===== src/rtl/cpu_pkg.sv =====
// Shared CPU control definitions: opcode map, sequencer states, PC source
// encodings and opcode classes used by the sequencer and the control path.
package cpu_pkg;

  localparam int OP_ADD  = 0;
  localparam int OP_SUB  = 1;
  localparam int OP_AND  = 2;
  localparam int OP_OR   = 3;
  localparam int OP_XOR  = 4;
  localparam int OP_ADDI = 5;
  localparam int OP_LBD  = 10;
  localparam int OP_LW   = 11;
  localparam int OP_STB  = 12;
  localparam int OP_SW   = 13;
  localparam int OP_MOV  = 14;
  localparam int OP_BEQ  = 20;
  localparam int OP_JMP  = 21;
  localparam int OP_TLBW = 30;
  localparam int OP_IRET = 31;

  typedef enum logic [2:0] {
    ST_IDLE,
    ST_FETCH,
    ST_DECODE,
    ST_EXEC,
    ST_MEM,
    ST_WB
  } state_e;

  localparam logic [1:0] PC_SRC_PLUS4  = 2'd0;
  localparam logic [1:0] PC_SRC_BRANCH = 2'd1;
  localparam logic [1:0] PC_SRC_JUMP   = 2'd2;
  localparam logic [1:0] PC_SRC_EPC    = 2'd3;

  typedef enum logic [3:0] {
    CLS_R,
    CLS_ADDI,
    CLS_LOAD,
    CLS_STORE,
    CLS_BEQ,
    CLS_JUMP,
    CLS_TLBW,
    CLS_IRET,
    CLS_ILLEGAL
  } op_class_e;

endpackage


===== src/rtl/op_class_decode.sv =====
// Combinational opcode classifier shared by the sequencer and the core's
// control path; anything outside the opcode map is flagged illegal.
module op_class_decode
  import cpu_pkg::*;
#(
  parameter int OP_W = 6
) (
  input  logic [OP_W-1:0] op,
  output op_class_e       op_class,
  output logic            illegal
);

  always_comb begin
    case (int'(op))
      OP_ADD, OP_SUB, OP_AND, OP_OR, OP_XOR: op_class = CLS_R;
      OP_ADDI:                               op_class = CLS_ADDI;
      OP_LBD, OP_LW:                         op_class = CLS_LOAD;
      OP_STB, OP_SW, OP_MOV:                 op_class = CLS_STORE;
      OP_BEQ:                                op_class = CLS_BEQ;
      OP_JMP:                                op_class = CLS_JUMP;
      OP_TLBW:                               op_class = CLS_TLBW;
      OP_IRET:                               op_class = CLS_IRET;
      default:                               op_class = CLS_ILLEGAL;
    endcase
    illegal = (op_class == CLS_ILLEGAL);
  end

endmodule


===== src/rtl/multicycle_sequencer.sv =====
// Multi-cycle FETCH/DECODE/EXEC/MEM/WB sequencer driving the datapath enables
// and sharing one memory port between instruction fetch and data access.
module multicycle_sequencer
  import cpu_pkg::*;
#(
  parameter int OP_W  = 6,
  parameter int ALU_W = 4,
  parameter int CNT_W = 32
) (
  input  logic             clk,
  input  logic             rst_n,
  input  logic [OP_W-1:0]  op,
  input  logic             zero,
  input  logic             mem_ack,
  output logic             mem_req,
  output logic             mem_we,
  output logic             mem_sel_data,
  output logic             mem_byte,
  output logic             ir_write,
  output logic             pc_write,
  output logic [1:0]       pc_src,
  output logic [ALU_W-1:0] alu_ctrl,
  output logic             alu_src,
  output logic             reg_dest,
  output logic             mem_to_reg,
  output logic             reg_write,
  output logic             tlb_write,
  output logic             iret,
  output logic             illegal,
  output logic             instr_done,
  output logic [CNT_W-1:0] retired
);

  state_e           state_q, state_d;
  logic [OP_W-1:0]  op_q;
  logic [CNT_W-1:0] retired_q, retired_d;
  op_class_e        op_class;
  logic             op_illegal;
  logic             in_datapath;

  op_class_decode #(.OP_W(OP_W)) u_decode (
    .op       (op_q),
    .op_class (op_class),
    .illegal  (op_illegal)
  );

  assign retired   = retired_q;
  assign retired_d = retired_q + CNT_W'(instr_done);

  // NOTE: state registers use non-blocking assignments so every flop samples
  // pre-edge values regardless of block ordering.
  always_ff @(posedge clk or negedge rst_n) begin
    if (!rst_n) begin
      state_q   <= ST_IDLE;
      op_q      <= '0;
      retired_q <= '0;
    end else begin
      state_q   <= state_d;
      retired_q <= retired_d;
      if (state_q == ST_DECODE) op_q <= op;
    end
  end

  // NOTE: every output gets a default first so no path through the case
  // statement can leave a value unassigned and infer a latch.
  always_comb begin
    state_d      = state_q;
    mem_req      = 1'b0;
    mem_we       = 1'b0;
    mem_sel_data = 1'b0;
    mem_byte     = 1'b0;
    ir_write     = 1'b0;
    pc_write     = 1'b0;
    pc_src       = PC_SRC_PLUS4;
    alu_ctrl     = '0;
    alu_src      = 1'b0;
    reg_dest     = 1'b0;
    mem_to_reg   = 1'b0;
    reg_write    = 1'b0;
    tlb_write    = 1'b0;
    iret         = 1'b0;
    illegal      = 1'b0;
    instr_done   = 1'b0;

    in_datapath = (state_q == ST_EXEC) || (state_q == ST_MEM) || (state_q == ST_WB);
    if (in_datapath) begin
      if (op_class == CLS_R)   alu_ctrl = ALU_W'(op_q);
      if (op_class == CLS_BEQ) alu_ctrl = ALU_W'(1);
      alu_src = (op_class == CLS_ADDI) || (op_class == CLS_LOAD) || (op_class == CLS_STORE);
    end

    case (state_q)
      ST_IDLE: state_d = ST_FETCH;
      ST_FETCH: begin
        mem_req = 1'b1;
        if (mem_ack) begin
          ir_write = 1'b1;
          pc_write = 1'b1;
          state_d  = ST_DECODE;
        end
      end
      ST_DECODE: state_d = ST_EXEC;
      ST_EXEC: begin
        state_d = ST_FETCH;
        case (op_class)
          CLS_R, CLS_ADDI:     state_d = ST_WB;
          CLS_LOAD, CLS_STORE: state_d = ST_MEM;
          CLS_BEQ: begin
            pc_write   = zero;
            pc_src     = PC_SRC_BRANCH;
            instr_done = 1'b1;
          end
          CLS_JUMP: begin
            pc_write   = 1'b1;
            pc_src     = PC_SRC_JUMP;
            instr_done = 1'b1;
          end
          CLS_TLBW: begin
            tlb_write  = 1'b1;
            instr_done = 1'b1;
          end
          CLS_IRET: begin
            iret       = 1'b1;
            pc_write   = 1'b1;
            pc_src     = PC_SRC_EPC;
            instr_done = 1'b1;
          end
          default: illegal = op_illegal;
        endcase
      end
      ST_MEM: begin
        // Data-side controls depend only on op_q, so they hold steady while waiting.
        mem_req      = 1'b1;
        mem_sel_data = 1'b1;
        mem_we       = (op_class == CLS_STORE);
        mem_byte     = (int'(op_q) == OP_LBD) || (int'(op_q) == OP_STB);
        if (mem_ack) begin
          if (op_class == CLS_STORE) begin
            instr_done = 1'b1;
            state_d    = ST_FETCH;
          end else begin
            state_d = ST_WB;
          end
        end
      end
      ST_WB: begin
        reg_write  = 1'b1;
        reg_dest   = (op_class == CLS_R);
        mem_to_reg = (op_class == CLS_LOAD);
        instr_done = 1'b1;
        state_d    = ST_FETCH;
      end
      default: state_d = ST_IDLE;
    endcase
  end

endmodule


===== config.mk =====
export PLATFORM = sky130hd
export DESIGN_NAME = multicycle_sequencer
export DESIGN_NICKNAME = d
export VERILOG_FILES = /design/src/rtl/cpu_pkg.sv /design/src/rtl/op_class_decode.sv /design/src/rtl/multicycle_sequencer.sv
export SDC_FILE = /design/constraint.sdc
export NUM_CORES = 1
export LEC_CHECK = 0
export ABC_AREA = 0
export CAP_MARGIN = 20
export CELL_PAD_IN_SITES_DETAIL_PLACEMENT = 1
export CELL_PAD_IN_SITES_GLOBAL_PLACEMENT = 1
export CORE_ASPECT_RATIO = 0.7
export CORE_UTILIZATION = 37
export DETAILED_ROUTE_END_ITERATION = 8
export PLACE_DENSITY = 0.86
export SYNTH_ARGS = -nofsm -noshare
export SYNTH_HDL_FRONTEND = slang
export SYNTH_SLANG_ARGS = --single-unit

===== constraint.sdc =====
create_clock -name clk -period 7.46 [get_ports clk]
set_input_delay 1.492 -clock clk [delete_from_list [all_inputs] [get_ports clk]]
set_output_delay 1.492 -clock clk [all_outputs]
set_load 0.1 [all_outputs]

# Yosys cells after proc, flatten, opt, wreduce, memory -nomap -nowiden
# Memories as Yosys holds them, arrays and structs flattened.
# Cells that the tools add are included.
[word_totals] reg_bits=41 latch_bits=0 mem_bits_rw=0 romBits=128 in_bits=10 output_inout_bits=52 word_cells=70 memories=1
[classes] add_sub_neg=1 n_mul=0 n_div=0 order_cmp=0 n_eq_ne=17 shift=0 n_mux=33 bitwise_logic=0 reduce_logical=15
[mem_list] name="(no name shown)" words=32 word_bits=4 rd=1 rd_clocked_by_memory_dff=0 wr=0 line="op_class_decode.sv:14" rtl="case (int'(op))"
[ops] operator="adder 32 x 1 -> 32 bit" n=1
[ops] operator="two-way mux 1 bit" n=19
[ops] operator="equality test 4 x 3 -> 1 bit, second input constant" n=4
[ops] operator="two-way mux 4 bit" n=4
[ops] operator="one-hot mux 3 bit (5 select lines)" n=1
[ops] operator="equality test 6 x 5 -> 1 bit, second input constant" n=2
[ops] operator="OR reduction 2 bit" n=5
[ops] operator="two-way mux 3 bit" n=3
[ops] operator="equality test 4 x 2 -> 1 bit, second input constant" n=2
[ops] operator="OR reduction 8 bit" n=1
[ops] operator="equality test 3 x 2 -> 1 bit, second input constant" n=2
[ops] operator="equality test 3 bit, second input constant" n=2
[ops] operator="one-hot mux 2 bit (3 select lines)" n=1
[ops] operator="one-hot mux 3 bit (2 select lines)" n=1
[ops] operator="logical OR 1 bit" n=5
[ops] operator="equality test 4 x 1 -> 1 bit, second input constant" n=1
[ops] operator="equality test 4 bit, second input constant" n=1
[ops] operator="zero test 4 bit" n=1
[ops] operator="!= test 2 bit, second input constant" n=2
[ops] operator="one-hot mux 1 bit (2 select lines)" n=2
[ops] operator="OR reduction 4 bit" n=1
[ops] operator="equality test 3 x 1 -> 1 bit, second input constant" n=1
[ops] operator="zero test 3 bit" n=1
[ops] operator="one-hot mux 1 bit (3 select lines)" n=1
[ops] operator="other kinds (2)" n=2

# Depth between registers and ports, before layout
# Gate-level depths: netlist (run 1).
# An unclocked memory read counts as a cell.
[logic_depth] depth_word=7 depth_mapped=12 depth_no_buf=12

# By module
# From an unflattened synthesis (run 1), not the netlist that was laid out.
[unflattened] cells_unflattened=205 hier_area_um2=2139.6
[modules_own_cells] module="multicycle_sequencer" instances=1 cells_each=184 area_per_inst_um2=2009.4 seq_area_each_um2=1026.0
[modules_own_cells] module="op_class_decode" instances=1 cells_each=21 area_per_inst_um2=130.1 seq_area_each_um2=0.0

# Least setup slack after synthesis (run 1)
# No wires, ideal clock.
[synth_timing] kind="in2out" startpoint="in mem_ack" endpoint="out pc_write" arrival_ns=4.637 required_time_ns=5.968 path_slack_ns=1.331 cell_stages=3 n_path_buf=0 cell_sequence="nand2_1 nor3b_1 a211o_1"
[synth_via] elab_chain_cells=2
[synth_lines] item="from (decl)" line="multicycle_sequencer.sv:14" rtl="input logic mem_ack,"
[synth_lines] item="two-way mux 1 bit" line="multicycle_sequencer.sv:96" rtl="if (mem_ack) begin"
[synth_lines] item="one-hot mux 1 bit (2 select lines)" line="multicycle_sequencer.sv:92" rtl="case (state_q)"
[synth_lines] item="to (decl)" line="multicycle_sequencer.sv:20" rtl="output logic pc_write,"
# Every way passes these cells.

# Final worst setup path (run 1)
[layout_timing] startpoint="in mem_ack" endpoint="out instr_done"
[layout_via] elab_chain_cells=2
[layout_lines] item="two-way mux 1 bit" line="multicycle_sequencer.sv:137" rtl="if (mem_ack) begin"
[layout_lines] item="one-hot mux 1 bit (3 select lines)" line="multicycle_sequencer.sv:92"
[layout_lines] item="to (decl)" line="multicycle_sequencer.sv:30" rtl="output logic instr_done,"
# Every way passes these cells.

==> impl_metrics.yaml, run 1 <==
clocking:
  cts_resized: 0
  htree_levels: 2
  tritoncts: "done"
  post_cts_buffers: 0
  cts_root_buf: "clkbuf_8"
  clk_path_buf_depth: 2
  cts_hold_buf: 0
  path_clk_slew_ns: 0.08
  clock_latency_ns: 0.30
  numClockSinks: 41
  cts_buffers: 5
worst_setup_path:
  crit_type: "in2out"
  cp.arrival_ns: 3.70
  rrSetupSlack_ns: 4.35
  end_kind: "output pin"
  timing.critical_path.from: "mem_ack"
  crit_required_ns: 5.97
  rr_startpoint: "op_q[3]$_DFFE_PN0P_"
  start_kind: "input pin"
  reg2reg_to: "retired[28]$_DFF_PN0_"
  crit_fanout: 4
  reg2regPathDepth: 12
power_and_ir_drop:
  power_density_mw_per_mm2: 331
  p_seq_frac: 0.333
  switching_share: 0.491
  cell_internal_pwr_uw: 492
  pwr-share-comb: 0.472
  ir_worst_vdd_mv: 0.170
  power.switching_uw: 474
  clkPwrFrac: 0.195
  p_leak_uw: 0.00128
synth:
  synth.distinct_cells: 41
  syn_nets: 222
  synth_area_leader_cell: "dfrtp_1"
  synthCells: 210
  synth_edf_count: 0
  synth-async-reset-ratio: 1.00
  yosys_warnings: 0
  synth-main-ff-cell: "dfrtp_1"
  synth_area_mm2: 0.00215
  avgSynthCellArea_um2: 10.2
  synth.ff_latch_count: 41
  synthTopCellsByArea: "dfrtp_1 48%, xnor2_1 9.4%, xor2_1 4.1%, nand2_1 4.0%, nor2_1 3.0%"
  synth_top_area_frac: 0.478
  ys_seq_area_frac: 0.478
run:
  max_cap_violations: 0
routing:
  finalWirelength_mm: 5.52
  routed_via_density: 5.03
  drtIter0Drc: 92
  num_vias: 1732
  drtAntennaViolNets: 0
  routedWlPerCell_um: 16.1
  dr.pass1.iters: 4
  drc: 0
floorplan:
  die_w_um: 93.1
  io_pins: 62
  initial_core_util: 0.396
  die_area_mm2: 0.00612
  dieHeight_um: 65.7
  row_count: 22
  core_mm2: 0.00542
global_route:
  grt_pass1_wl_mm: 9.36
  gr-total-overflow: 0
  grt_use_total: 0.201
  antenna_found_initial: 0
  grt_start_max_net_pins: 42
  grt_pass1_vias: 1783
sta:
  drv_slew: 0
  clock.fmax_mhz: 193
  maxSlewHeadroom: 0.337
  tns_ns: 0
  grt_setup_unrepaired: "no"
  finalSetupViolations: 0
  whs_ns: 0.478
  fin_crit_sh: 0.696
  worst_pin_slew_ns: 0.992
  skew_ns: 0.00626
  final_hold_viol_count: 0
  min_period_ns: 5.19
cells_and_area:
  antenna_cells: 0
  drive_above_1_share: 0.0735
  final_nets: 283
  layout.cells.most_common: "clkdlybuf4s50_1"
  area_delta_synth_final_pct: 36.0
  final_cell_mix: "59 x clkdlybuf4s50_1, 41 x dfrtp_1, 23 x nand2_1, 23 x xnor2_1, 17 x nor2_1"
min_path:
  hp-class: "reg2reg"
  min_path_cells: 1
  min_to: "retired[31]$_DFF_PN0_"
  timing.hold.worst.start: "retired[31]$_DFF_PN0_"
status:
  status: "finished clean"
place:
  numPortBuffers: 60
  hpwl_mm: 4.12
  gp_congestion: 0.845
-- sequential cells by signal, summed over array words and instances (netlist names) --
name     cells
retired     32
op_q         6
state_q      3
-- worst max-delay path: stages --
cell	delay, ns
clkdlybuf4s50_1	0.52
nand4_1	0.11
nor2b_1	0.15
o21ai_0	0.24
clkdlybuf4s50_1	1.18
-- cell type report --
cell class	instances	area [um^2]
clock buffer	7	86.3
clock inverter	1	30.0
fill	614	2500
inverter	6	22.5
multi-input combinational	157	1070
sequential	41	1030
tap	72	90.1
timing repair buffer	60	596
-- Yosys cell counts, drive strengths merged, types with 3 or more instances --
master,instances
nor3b,4
nand3,12
o21ai,7
xnor2,23
inv,6
clkbuf,3
dfrtp,41
and4,5
xor2,10
nand4,9
mux2,3
nand2,24
nor2,17
and3,6
buf,3
nand2b,3
nor3,6
nor2b,5
a21oi,3
-- metrics by stage --
step / std cells / setup WS (ns) / instance area, um^2 / utilization / total power [uW]
3_3_place_gp: 336 / 2.28 / 2800 / 0.517 / 774
2_1_floorplan: 210 / 1.33 / 2150 / - / 673
3_5_place_dp: 336 / 2.25 / 2800 / 0.517 / 780
6_report: 344 / 2.27 / 2920 / 0.539 / 966
4_1_cts: 344 / 2.25 / 2920 / 0.539 / 972
5_1_grt: 344 / 2.16 / 2920 / 0.539 / 1010
-- power groups by stage --
stage	Sequential (uW)	Clock, uW	Combinational [uW]
6_report	322	189	456
3_3_place_gp	321	0	453
4_1_cts	321	193	459
5_1_grt	329	203	481
3_5_place_dp	324	0	456
2_1_floorplan	359	0	314
-- worst max path at each step --
stage | endpoint | slack [ns] | cells after the start
floorplan | pc_write | 1.33 | 3
global placement | pc_write | 2.28 | 5
detailed placement | instr_done | 2.25 | 5
CTS | instr_done | 2.25 | 5
global route | instr_done | 2.16 | 5
finish | instr_done | 2.27 | 5
-- metal layers --
metal  up-vias  GRT usage  routed length, um
met4         0     0.0404                 42
met2        48      0.301               2390
li1        841          -                  -
met3         4     0.0579                283
met1       839      0.289               2810
met5         -          0                  0
-- logic make-up after synthesis --
kind of cell / Yosys count / share of synthesized area
AO/OA/AOI/OAI: 19 / 0.0659
XOR/XNOR: 33 / 0.135
adder cells (fa/ha/maj): 2 / 0.0117
buffers and inverters: 12 / 0.0239
flip-flops: 41 / 0.478
multiplexers: 4 / 0.0204
other: 1 / 0.00175
AND/OR/NAND/NOR: 98 / 0.264
Power figures use the tool's default switching activity.
==> run 2: changes to the inputs <==
CORE_UTILIZATION = 32   (was 37)
PLACE_DENSITY = 0.79   (was 0.86)
clock period = 4.5 ns   (was 7.46 ns; I/O delays follow)
==> impl_metrics.yaml, run 2 (synthesis results as in run 1) <==
status:
  status: "finished clean"
global_route:
  grt_pass1_wl_mm: 9.33
  grt_start_max_net_pins: 42
  antenna_found_initial: 0
  grt_use_total: 0.169
  gr-total-overflow: 0
  grt_pass1_vias: 1867
worst_setup_path:
  start_kind: "flop"
  path_cells: "inv_2 > o211a_1 > a2111oi_4 > nor3_1 > clkdlybuf4s50_1"
  critPathBufInv: 2
  crit_family: "buffers and inverters"
  slowest_stage: "clkdlybuf4s50_1"
  crit_type: "reg2out"
  crit_fanout: 5
  crit_required_ns: 3.60
  end_kind: "output pin"
  cp.arrival_ns: 2.68
  slowest_delay_ns: 0.98
cells_and_area:
  layout.cells.most_common: "clkdlybuf4s50_1"
  final_cell_mix: "46 x clkdlybuf4s50_1, 41 x dfrtp_1, 23 x nand2_1, 23 x xnor2_1, 17 x nor2_1"
  area_delta_synth_final_pct: 35.4
  antenna_cells: 0
  largest_register_ffs: 32
  final_nets: 283
  fillers: 732
  final_util: 0.457
  instances_no_fill: 363
  drive_above_1_share: 0.132
sta:
  min_period_ns: 3.58
  grt_setup_unrepaired: "no"
  final_hold_viol_count: 0
  fin_crit_sh: 0.796
  drv_slew: 0
  maxSlewHeadroom: 0.338
  clock.fmax_mhz: 279
  finalSetupViolations: 0
  worst_pin_slew_ns: 0.990
  skew_ns: 0.00710
clocking:
  numClockSinks: 41
  tritoncts: "done"
  clock_latency_ns: 0.29
  post_cts_buffers: 0
  cts_hold_buf: 0
  cts_root_buf: "clkbuf_8"
  cts_buffers: 5
  htree_levels: 2
  path_clk_slew_ns: 0.09
  clk_path_buf_depth: 2
  cts_resized: 0
place:
  dpl.cell_count: 355
  hpwl_mm: 4.22
  gp_congestion: 0.800
  numPortBuffers: 60
power_and_ir_drop:
  ir_worst_vdd_mv: 0.271
  power_uw: 1560
  power_density_mw_per_mm2: 538
  p_leak_uw: 0.00130
floorplan:
  die_w_um: 99.9
  die_area_mm2: 0.00705
  dieHeight_um: 70.5
  core_mm2: 0.00637
  initial_core_util: 0.337
  io_pins: 62
  row_count: 24
routing:
  routed_via_density: 4.89
  drtAntennaViolNets: 0
  drtIter0Drc: 62
  routedWlPerCell_um: 15.4
  finalWirelength_mm: 5.60
  drc: 0
  num_vias: 1775
  dr.pass1.iters: 4
min_path:
  hp-class: "reg2reg"
run:
  max_cap_violations: 0
==> run 2: report_power, final <==
group | total [uW] | internal (uW) | switching, uW
combinational | 761 | 208 | 553
sequential | 531 | 422 | 109
clock | 270 | 139 | 131
==> run 2: through the flow <==
step                      hold slack [ns]  setup TNS, ns  area, um^2  setup WS (ns)
after floorplan                     0.569       -0.00353        2160       -0.00353
after global placement              0.470              0        2810           1.11
after detailed placement            0.487              0        2810          0.997
after CTS                           0.503              0        2910          0.912
after global routing                0.532              0        2910          0.818
final                               0.498              0        2910          0.920
==> run 2: layout make-up <==
cell class | instances | area [um^2] | share of cell area
sequential | 41 | 1030 | 0.353
tap | 91 | 114 | 0.0392
clock buffer | 7 | 96.3 | 0.0331
multi-input combinational | 157 | 1080 | 0.372
timing repair buffer | 60 | 563 | 0.194
clock inverter | 1 | 5.00 | 0.00172
inverter | 6 | 22.5 | 0.00775
==> run 2: worst paths after layout <==
| kind | cells after the start | endpoint | startpoint | slack, ns |
|---|---|---|---|---|
| max in group asynchronous | 1 | retired[25]$_DFF_PN0_ | rst_n | 3.17 |
| min in group asynchronous | 1 | retired[31]$_DFF_PN0_ | rst_n | 0.75 |
| hold / removal | 1 | retired[13]$_DFF_PN0_ | retired[13]$_DFF_PN0_ | 0.50 |
| hold reg to reg | 1 | retired[13]$_DFF_PN0_ | retired[13]$_DFF_PN0_ | 0.50 |
| setup reg to reg | 12 | retired[18]$_DFF_PN0_ | op_q[3]$_DFFE_PN0P_ | 1.57 |
| setup / recovery | 5 | illegal | op_q[3]$_DFFE_PN0P_ | 0.92 |
==> run 2: layer usage <==
metal  share of wire  vias up  track usage  routed length (um)
met5               0        -            0                   0
met4          0.0066        0       0.0392                  37
met3           0.042        5       0.0356                 234
li1                -      845            -                   -
met1            0.49      881        0.241                2770
met2            0.46       44        0.266                2560
